===== src/rtl/alu_cmd_sequencer.sv =====
`default_nettype none
// ============================================================================
// Module  : alu_cmd_sequencer
// Purpose : FIFO-buffered {op,a,b} issue onto a combinational ALU with a
//           registered, valid/ready result. Optional macro: ALU_SEQ_BYPASS_EN
//           (empty-FIFO commands issue directly in the cycle they arrive).
// Revision: 1.0 - initial release
// ============================================================================
module alu_cmd_sequencer #(
  parameter  int DEPTH = 4,
  localparam int CNT_W = $clog2(DEPTH) + 1
) (
  input  logic             clk,
  input  logic             reset,
  input  logic             cmd_valid_i,
  output logic             cmd_ready_o,
  input  logic [2:0]       cmd_op_i,
  input  logic [7:0]       cmd_a_i,
  input  logic [7:0]       cmd_b_i,
  output logic [7:0]       alu_a_o,
  output logic [7:0]       alu_b_o,
  output logic [2:0]       alu_op_o,
  input  logic [7:0]       alu_res_i,
  output logic             res_valid_o,
  input  logic             res_ready_i,
  output logic [7:0]       res_data_o,
  output logic             res_zero_o,
  output logic [CNT_W-1:0] count_o
);

  localparam int PTR_W   = $clog2(DEPTH);
  localparam int ENTRY_W = 3 + 8 + 8;

  generate
    if ((DEPTH < 2) || ((DEPTH & (DEPTH - 1)) != 0)) begin : g_bad_depth
      $error("alu_cmd_sequencer: DEPTH must be a power of two >= 2");
    end
  endgenerate

  logic [ENTRY_W-1:0] mem_q [DEPTH];
  logic [PTR_W-1:0]   wr_ptr_q, wr_ptr_d;
  logic [PTR_W-1:0]   rd_ptr_q, rd_ptr_d;
  logic [CNT_W-1:0]   count_q, count_d;
  logic               res_valid_q, res_valid_d;
  logic [7:0]         res_data_q, res_data_d;

  logic               empty;
  logic               slot_free;
  logic               push;
  logic               push_fifo;
  logic               issue_fifo;
  logic               bypass;
  logic               issue;
  logic [ENTRY_W-1:0] head;

  assign empty       = (count_q == '0);
  assign cmd_ready_o = (count_q != CNT_W'(DEPTH));
  assign slot_free   = !res_valid_q || res_ready_i;
  assign push        = cmd_valid_i && cmd_ready_o;
  assign issue_fifo  = !empty && slot_free;
  assign head        = mem_q[rd_ptr_q];

`ifdef ALU_SEQ_BYPASS_EN
  // Only an empty FIFO may be bypassed, so ordering is preserved.
  assign bypass = empty && slot_free && cmd_valid_i;
`else
  assign bypass = 1'b0;
`endif

  assign push_fifo = push && !bypass;
  assign issue     = issue_fifo || bypass;

  always_comb begin
    wr_ptr_d    = wr_ptr_q;
    rd_ptr_d    = rd_ptr_q;
    count_d     = count_q;
    res_valid_d = res_valid_q;
    res_data_d  = res_data_q;

    if (push_fifo) begin
      wr_ptr_d = wr_ptr_q + PTR_W'(1);
    end
    if (issue_fifo) begin
      rd_ptr_d = rd_ptr_q + PTR_W'(1);
    end

    case ({push_fifo, issue_fifo})
      2'b10:   count_d = count_q + CNT_W'(1);
      2'b01:   count_d = count_q - CNT_W'(1);
      default: count_d = count_q;
    endcase

    if (issue) begin
      res_valid_d = 1'b1;
      res_data_d  = alu_res_i;
    end else if (res_valid_q && res_ready_i) begin
      res_valid_d = 1'b0;
    end
  end

  always_comb begin
    alu_op_o = 3'd0;
    alu_a_o  = 8'd0;
    alu_b_o  = 8'd0;
    if (!empty) begin
      {alu_op_o, alu_a_o, alu_b_o} = head;
    end else if (bypass) begin
      {alu_op_o, alu_a_o, alu_b_o} = {cmd_op_i, cmd_a_i, cmd_b_i};
    end
  end

  always_ff @(posedge clk or posedge reset) begin
    if (reset) begin
      wr_ptr_q    <= '0;
      rd_ptr_q    <= '0;
      count_q     <= '0;
      res_valid_q <= 1'b0;
      res_data_q  <= 8'd0;
    end else begin
      wr_ptr_q    <= wr_ptr_d;
      rd_ptr_q    <= rd_ptr_d;
      count_q     <= count_d;
      res_valid_q <= res_valid_d;
      res_data_q  <= res_data_d;
    end
  end

  // Storage needs no reset: an entry is only read after it has been written.
  always_ff @(posedge clk) begin
    if (push_fifo) begin
      mem_q[wr_ptr_q] <= {cmd_op_i, cmd_a_i, cmd_b_i};
    end
  end

  assign res_valid_o = res_valid_q;
  assign res_data_o  = res_data_q;
  assign res_zero_o  = (res_data_q == 8'h00);
  assign count_o     = count_q;

endmodule
`default_nettype wire


===== config.mk =====
export PLATFORM = sky130hd
export DESIGN_NAME = alu_cmd_sequencer
export DESIGN_NICKNAME = d
export VERILOG_FILES = /design/src/rtl/alu_cmd_sequencer.sv
export SDC_FILE = /design/constraint.sdc
export NUM_CORES = 1
export LEC_CHECK = 0
export ABC_CLOCK_PERIOD_IN_PS = 2500
export BUFFER_PORTS_ARGS = -buffer_cell sky130_fd_sc_hd__clkbuf_2
export CORE_MARGIN = 5
export CORE_UTILIZATION = 40
export CTS_CLUSTER_SIZE = 12
export DETAILED_ROUTE_END_ITERATION = 8
export MAX_ROUTING_LAYER = met4
export PLACE_DENSITY = 0.59
export SLEW_MARGIN = 40
export SYNTH_ARGS = -nofsm -noshare
export SYNTH_HDL_FRONTEND = slang
export SYNTH_SLANG_ARGS = --single-unit

===== constraint.sdc =====
create_clock -name clk -period 2.5 [get_ports clk]
set_clock_uncertainty 0.05 [all_clocks]
set_input_delay 0.5 -clock clk [delete_from_list [all_inputs] [get_ports clk]]
set_output_delay 0.5 -clock clk [all_outputs]
set_load 0.1 [all_outputs]

# Word-level counts from Yosys, hierarchy flattened
# Memory sizes are Yosys's and may differ from the RTL's.
# Cells that the tools add are included.
dict set report totals {
  latchBits 0
  mem_bits_ro 0
  mem_count 1
  inputBits 31
  ram_bits 76
  elab_cells 31
  ff_bits 16
  out_inout_bits 33
}
# memory words width read_ports rd_clocked_by_memory_dff wr line
set mem_list {}
lappend mem_list {mem_q 4 19 1 0 1 40} ;# logic [ENTRY_W-1:0] mem_q [DEPTH];
dict set report op_classes {
  mul 0
  eq_ne 3
  mux 8
  reduce_logical 10
  n_lt_le_gt_ge 0
  shift 0
  addsub 4
  bitwise_logic 0
  div_mod_pow 0
}
# cell n
set op_table {}
lappend op_table {{$mux W8} 2}
lappend op_table {{$logic_not A8 Y1} 1}
lappend op_table {{$pmux W3 S2} 1}
lappend op_table {{$add A2 B1 Y2 const B} 2}
lappend op_table {{$mux W1} 4}
lappend op_table {{$reduce_bool A2 Y1} 2}
lappend op_table {{$add A3 B1 Y3 const B} 1}
lappend op_table {{$logic_and A1 B1 Y1} 3}
lappend op_table {{$logic_not A3 Y1} 1}
lappend op_table {{$mux W3} 1}
lappend op_table {{$ne A3 B3 Y1 const B} 1}
lappend op_table {{$sub A3 B1 Y3 const B} 1}
lappend op_table {{$eq A2 B1 Y1 const B} 1}
lappend op_table {{$eq A2 B2 Y1 const B} 1}
lappend op_table {{$logic_not A1 Y1} 2}
lappend op_table {{$logic_or A1 B1 Y1} 1}

# Depth between registers and ports, before layout
# Gate-level depths: netlist of run 1.
dict set report depth {
  ltp_word 5
  mapped_depth 9
  ltp_nobuf 9
}

# Worst setup path before layout of run 1
# OpenSTA, ideal clock, no wires.
dict set report synth_timing {
  path_type {register to output}
  start {register count_q[0], in the netlist count_o[0]}
  end {output alu_a_o[0]}
  required_time_ns 1.950
  slack_ns -0.816
  path_stages_with_launch 4
  n_path_buf 1
  t_arrival_ns 2.766
  path_cell_list {dfrtp_1 -> nor3_1 -> clkbuf_1 -> nor2b_1}
}
dict set report synth_between {
  elab_chain_len 2
}
# item line
set synth_rtl {}
lappend synth_rtl {{start: declaration} 43} ;# logic [CNT_W-1:0] count_q, count_d;
lappend synth_rtl {{start signal: assignment} 122} ;# count_q <= count_d;
lappend synth_rtl {{$logic_not A3 Y1} 56} ;# assign empty = (count_q == '0);
lappend synth_rtl {{$mux W8} 105} ;# if (!empty) begin
lappend synth_rtl {{end: declaration} 20} ;# output logic [7:0] alu_a_o,
# Every way passes these cells.

# Worst setup path in the final report of run 1
dict set report layout_timing {
  start {register res_data_q[3], in the netlist res_data_o[3]}
  end {output res_zero_o}
}
dict set report layout_between {
  elab_chain_len 1
}
# item line
set layout_rtl {}
lappend layout_rtl {{start: declaration} 45} ;# logic [7:0] res_data_q, res_data_d;
lappend layout_rtl {{start signal: assignment} 124} ;# res_data_q <= res_data_d;
lappend layout_rtl {{$logic_not A8 Y1} 137} ;# assign res_zero_o = (res_data_q == 8'h00);
lappend layout_rtl {{end: declaration} 27} ;# output logic res_zero_o,
# Every way passes these cells.

==> metrics, run 1 <==
wire per inst approximately 18 um; DR pass1 iterations 4; Filler Cells Inserted approximately 690; Slew Viols, Final 0; port bufs between 60 and 70; RSZ-0062 raised after global routing false; largest net degree at the start of global routing 20; placed cell areas roughly 4600 um^2; Yosys warning count 0; GRT Total Usage 12.8%; Min-Delay Path Class in -> async; Initial Utilization 41.4%; FF/Latch Area between 2000 and 3000 um^2; total routed wirelength 6.67 mm; clock latency on the worst-skew pair 0.34 ns; post-CTS setup repair buffer count 0; ys async rst share 17.4%; area of the multi-input gates around 1100 um^2; Main synth FF type edfxtp_1; status finished clean; cell taking the most area after synthesis edfxtp_1; #FFs+latches synth 92; Layout Area Growth over Synthesis 33.3%; Clock Tree Buf Depth 2; min Tclk post-route 2.43 ns; H-tree levels 3; syn nets 218; max_cap viols 0; crit path DAT 1.88 ns; layout cells sized above 1 56.9%; I/O Pins 64; Nets about 300; crit end category primary output; Yosys top cell area share 62.6%; first-pass GRT wire length ~10 mm; Seq/Total Area, Yosys 73.6%; vias in the first global route 1931; gr ovfl total 0; CP Data Required Time 1.95 ns; DRC violations left 0; Hold Vio Cnt, Final 0; Die Height 105 um; Relative slew margins 58.3%; Clock Sinks 92; Post-synth top cells edfxtp_1 (76), nor2b_1 (20), mux4_2 (19); HPWL Detailed 4.33 mm; CTS tree built; Mean Syn Cell Area 20.1 um^2; Design Area, Final a little under 5000 um^2; synth top area cells edfxtp_1 (63%), mux4_2 (12%), dfrtp_1 (11%); top-count cell post-synth edfxtp_1; n_diodes 0; vias 1789; startpoint types register; number of enable flip-flop cells after synthesis 76; root buffer cell clkbuf_8; post-synth cell types 25; CTS buffer count 9; row count 34; Worst Path Max Fanout 3; synthesized area between 3000 and 4000 um^2; WS Path Type reg -> out; first-iteration detailed-routing DRC count 60; Slew @ Worst Pin 0.624 ns; hold_buf cts 0; Die W roughly 110 um; DR vias/cell 4.86; Antenna Nets Post-Route 0; FMAX 411 MHz; GPL Wtd Cong 0.712; area of the die 11100 um^2; core area a little under 9000 um^2; antenna violations before repair 0; Cells after Synth 181; Final period util 97.3%; post-CTS sizing 0; clock slew at reported path FFs roughly 0.090 ns; final setup fails 0
## critical path, cell delays in order, from the launching register on
cell	delay, ns
dfrtp_1	0.40
or4_1	0.57
nor2_4	0.12
clkbuf_2	0.45
## cell type report
class / count / area share, %
Tap cell: 108 / 2.78
Inverter: 7 / 0.541
Clock inverter: 5 / 2.21
Timing Repair Buffer: 70 / 14.1
Clock buffer: 11 / 2.91
Sequential cell: 92 / 55.5
Multi-Input combinational cell: 75 / 22.0
## cell usage in the layout, fill, tap and decap left out, types with 2 or more instances in the layout
| master | Yosys | final |
|---|---|---|
| and3_2 | 0 | 4 |
| buf_12 | 0 | 20 |
| buf_4 | 2 | 5 |
| bufinv_16 | 0 | 3 |
| clkbuf_2 | 0 | 44 |
| clkbuf_8 | 0 | 10 |
| dfrtp_1 | 16 | 12 |
| dfrtp_4 | 0 | 3 |
| edfxtp_1 | 76 | 76 |
| ha_1 | 5 | 4 |
| inv_1 | 7 | 5 |
| inv_2 | 0 | 2 |
| mux2_2 | 8 | 8 |
| mux4_2 | 19 | 19 |
| nor2b_4 | 0 | 19 |
| or4_1 | 2 | 2 |
| xnor2_1 | 2 | 2 |
| xor2_1 | 4 | 4 |
## final timing paths
kind,start,endpoint,slack (ns),cells after the start
max reg2reg,count_o[1]$_DFFE_PP0P_,count_o[2]$_DFFE_PP0P_,0.27,9
max in group asynchronous,reset,count_o[1]$_DFFE_PP0P_,1.79,2
max,res_data_o[3]$_DFFE_PP0P_,res_zero_o,0.07,3
min in group clk,cmd_a_i[7],mem_q[0][15]$_DFFE_PP_,0.32,1
min,reset,res_data_o[2]$_DFFE_PP0P_,0.15,2
min reg2reg,res_data_o[5]$_DFFE_PP0P_,res_data_o[5]$_DFFE_PP0P_,0.48,1
## registers in the layout, summed over array words and instances, names as in the netlist
name	flops
mem_q	76
res_data_o	8
res_valid_o	1
wr_ptr_q	2
count_o	3
rd_ptr_q	2
## cells by family after synthesis
family / Yosys count / synth area share, %
simple gates: 34 / 5.94
mux: 29 / 14.9
buf+inv: 14 / 1.89
flops: 92 / 73.6
fa+ha+maj: 6 / 2.26
xor+xnor: 6 / 1.44
## stage by stage
| stage | setup slack (ns) | utilization, % | std cells | TNS (ns) | hold slack (ns) |
|---|---|---|---|---|---|
| final | 0.0675 | 55.2 | 368 | 0 | 0.150 |
| after global routing | 0.00543 | 55.2 | 368 | 0 | 0.182 |
| after CTS | 0.0338 | 54.9 | 367 | 0 | 0.154 |
| after detailed placement | 0.279 | 52.0 | 351 | 0 | 0.462 |
| after global placement | 0.328 | 52.0 | 351 | 0 | 0.459 |
| after floorplan | -0.0165 | - | 181 | -0.0165 | 0.364 |
## per-layer routing
layer | part of all wire, % | wire length, um | GRT usage, %
met5 | 0 | 0 | -
met4 | 1.3 | 88 | 5.34
met3 | 3.5 | 231 | 2.75
met2 | 49 | 3270 | 20.1
met1 | 46 | 3080 | 16.1
Power of run 1 is left out: the tool's default activity adds up to more than one toggle a clock period on the data nets, which glitch-free logic cannot reach.
==> run 2: changes to the inputs <==
- ABC_CLOCK_PERIOD_IN_PS: 2500 -> 2200
- PLACE_DENSITY: 0.59 -> 0.62
- clock period: 2.5 -> 2.2 ns (I/O delays scaled with it)
==> metrics, run 2 (synthesis results as in run 1) <==
max_cap viols 0 (unchanged); n_diodes 0 (unchanged); crit end category primary output; most common cell after layout, fill and taps aside edfxtp_1; placed cell areas 4710 um^2 (+2.7%); antenna violations before repair 0 (unchanged); first-iteration detailed-routing DRC count 32 (-47%); CTS buffer count 9 (unchanged); hold_buf cts 0 (unchanged); Antenna Nets Post-Route 0 (unchanged); area of the die 11100 um^2 (unchanged); crit path DAT 1.77 ns (-0.11 ns); largest net degree at the start of global routing 19 (-5.0%); Die W 105 um (unchanged); CP Data Required Time 1.71 ns (-0.24 ns); Register-to-Register Path Depth 9 (unchanged); layout cells sized above 1 60.7% (+3.8 points); DR vias/cell 4.93 (+1.5%); HPWL Detailed 4.50 mm (+4.0%); max reg flops 76 (unchanged); Slew @ Worst Pin 0.618 ns (-0.00613 ns); Clock Sinks 92 (unchanged); WS Path Type reg -> out; row count 34 (unchanged); Final period util 103%; CTS tree built; final setup fails 19 (+19); root buffer cell clkbuf_8; PnR worst setup slack -0.0576 ns (-0.125 ns); gr ovfl total 0 (unchanged); clock slew at reported path FFs 0.09 ns (about the same); H-tree levels 3 (unchanged); Die Height 105 um (unchanged); min Tclk post-route 2.26 ns; FMAX 443 MHz; total routed wirelength 6.89 mm (+3.3%); Relative slew margins 58.8% (+0.41 points); startpoint types register; Largest Register mem_q; vias 1889 (+5.6%); commonest cells after routing, fill and taps aside edfxtp_1 (76), clkbuf_2 (42), buf_12 (26), mux4_2 (19), nor2b_4 (19); Initial Utilization 41.4% (unchanged); failing checks setup timing; DRC violations left 0 (unchanged); port bufs 63 (unchanged); status finished with violations; Nets 307 (+5.1%); Finished Core Util 57.7% (+2.6 points); wire per inst 18.0 um (-0.73%); Layout Area Growth over Synthesis 39.5%; I/O Pins 64 (unchanged); number of non-filler instances in the completed layout 383 (+4.1%); vias in the first global route 2051 (+6.2%); cell total after placement 358 (+2.0%); RSZ-0062 raised after global routing true; Slew Viols, Final 0 (unchanged); Min-Delay Path Class in -> async; Design Area, Final 5080 um^2 (+4.7%); Worst Path Max Fanout 7 (+4); Place WS 0.0173 ns (-0.262 ns); DR pass1 iterations 4 (unchanged); Clock Tree Buf Depth 2 (unchanged); first-pass GRT wire length 10.8 mm (+3.6%); core area 8810 um^2 (unchanged); GPL Wtd Cong 0.688 (-3.5%); clock latency on the worst-skew pair 0.35 ns (about the same); Hold Vio Cnt, Final 0 (unchanged); GRT Total Usage 13.3% (+0.49 points)
run 2: area by class of cell:
cell class                      count  area [um^2]
Inverter                            7         26.3
Clock inverter                      7          115
Sequential cell                    92         2710
Fill cell                         680         3720
Multi-Input combinational cell     75         1080
Clock buffer                        9          124
Tap cell                          108          135
Timing Repair Buffer               85          900
run 2: stage by stage:
step	setup TNS, ns	hold WS (ns)
5_1_grt	-2.67	0.125
3_5_place_dp	0	0.468
2_1_floorplan	-0.777	0.303
3_3_place_gp	0	0.466
6_report	-0.830	0.0846
4_1_cts	-1.52	0.0865
run 2: worst paths after layout:
check	start	endpoint	slack, ns
worst max-delay path	rd_ptr_q[0]$_DFFE_PP0P_	alu_b_o[5]	-0.06
worst min-delay path	reset	res_data_o[0]$_DFFE_PP0P_	0.08
worst max register to register	count_o[1]$_DFFE_PP0P_	count_o[2]$_DFFE_PP0P_	0.07
worst min register to register	res_data_o[0]$_DFFE_PP0P_	res_data_o[0]$_DFFE_PP0P_	0.49
max in group asynchronous	reset	count_o[0]$_DFFE_PP0P_	1.56
min in group clk	cmd_b_i[7]	mem_q[0][7]$_DFFE_PP_	0.26
run 2: what timing repair did:
action	4_1_cts	5_1_grt
endpoints found under the setup margin	22	21
pin swaps	4	6
gates cloned	1	0
setup buffers	5	3
resized for setup	8	5
hold endpoints to repair	0	0
run 2: per-layer routing:
layer  share of wire [%]  GRT usage (%)  up-vias  routed length, um
met2                  52           21.8       46               3610
met5                   0              -        -                  0
met3                 4.9           4.40        5                337
li1                    -              -      872                  -
met1                  42           15.7      966               2880
met4                0.77           3.66        0                 53
run 2: critical path, stage by stage (launching register included):
cell and delay (ns):
dfrtp_1 0.41, buf_6 0.18, mux4_2 0.52, nor2b_4 0.15
buf_12 0.16
Power of run 2 is left out for the same reason.
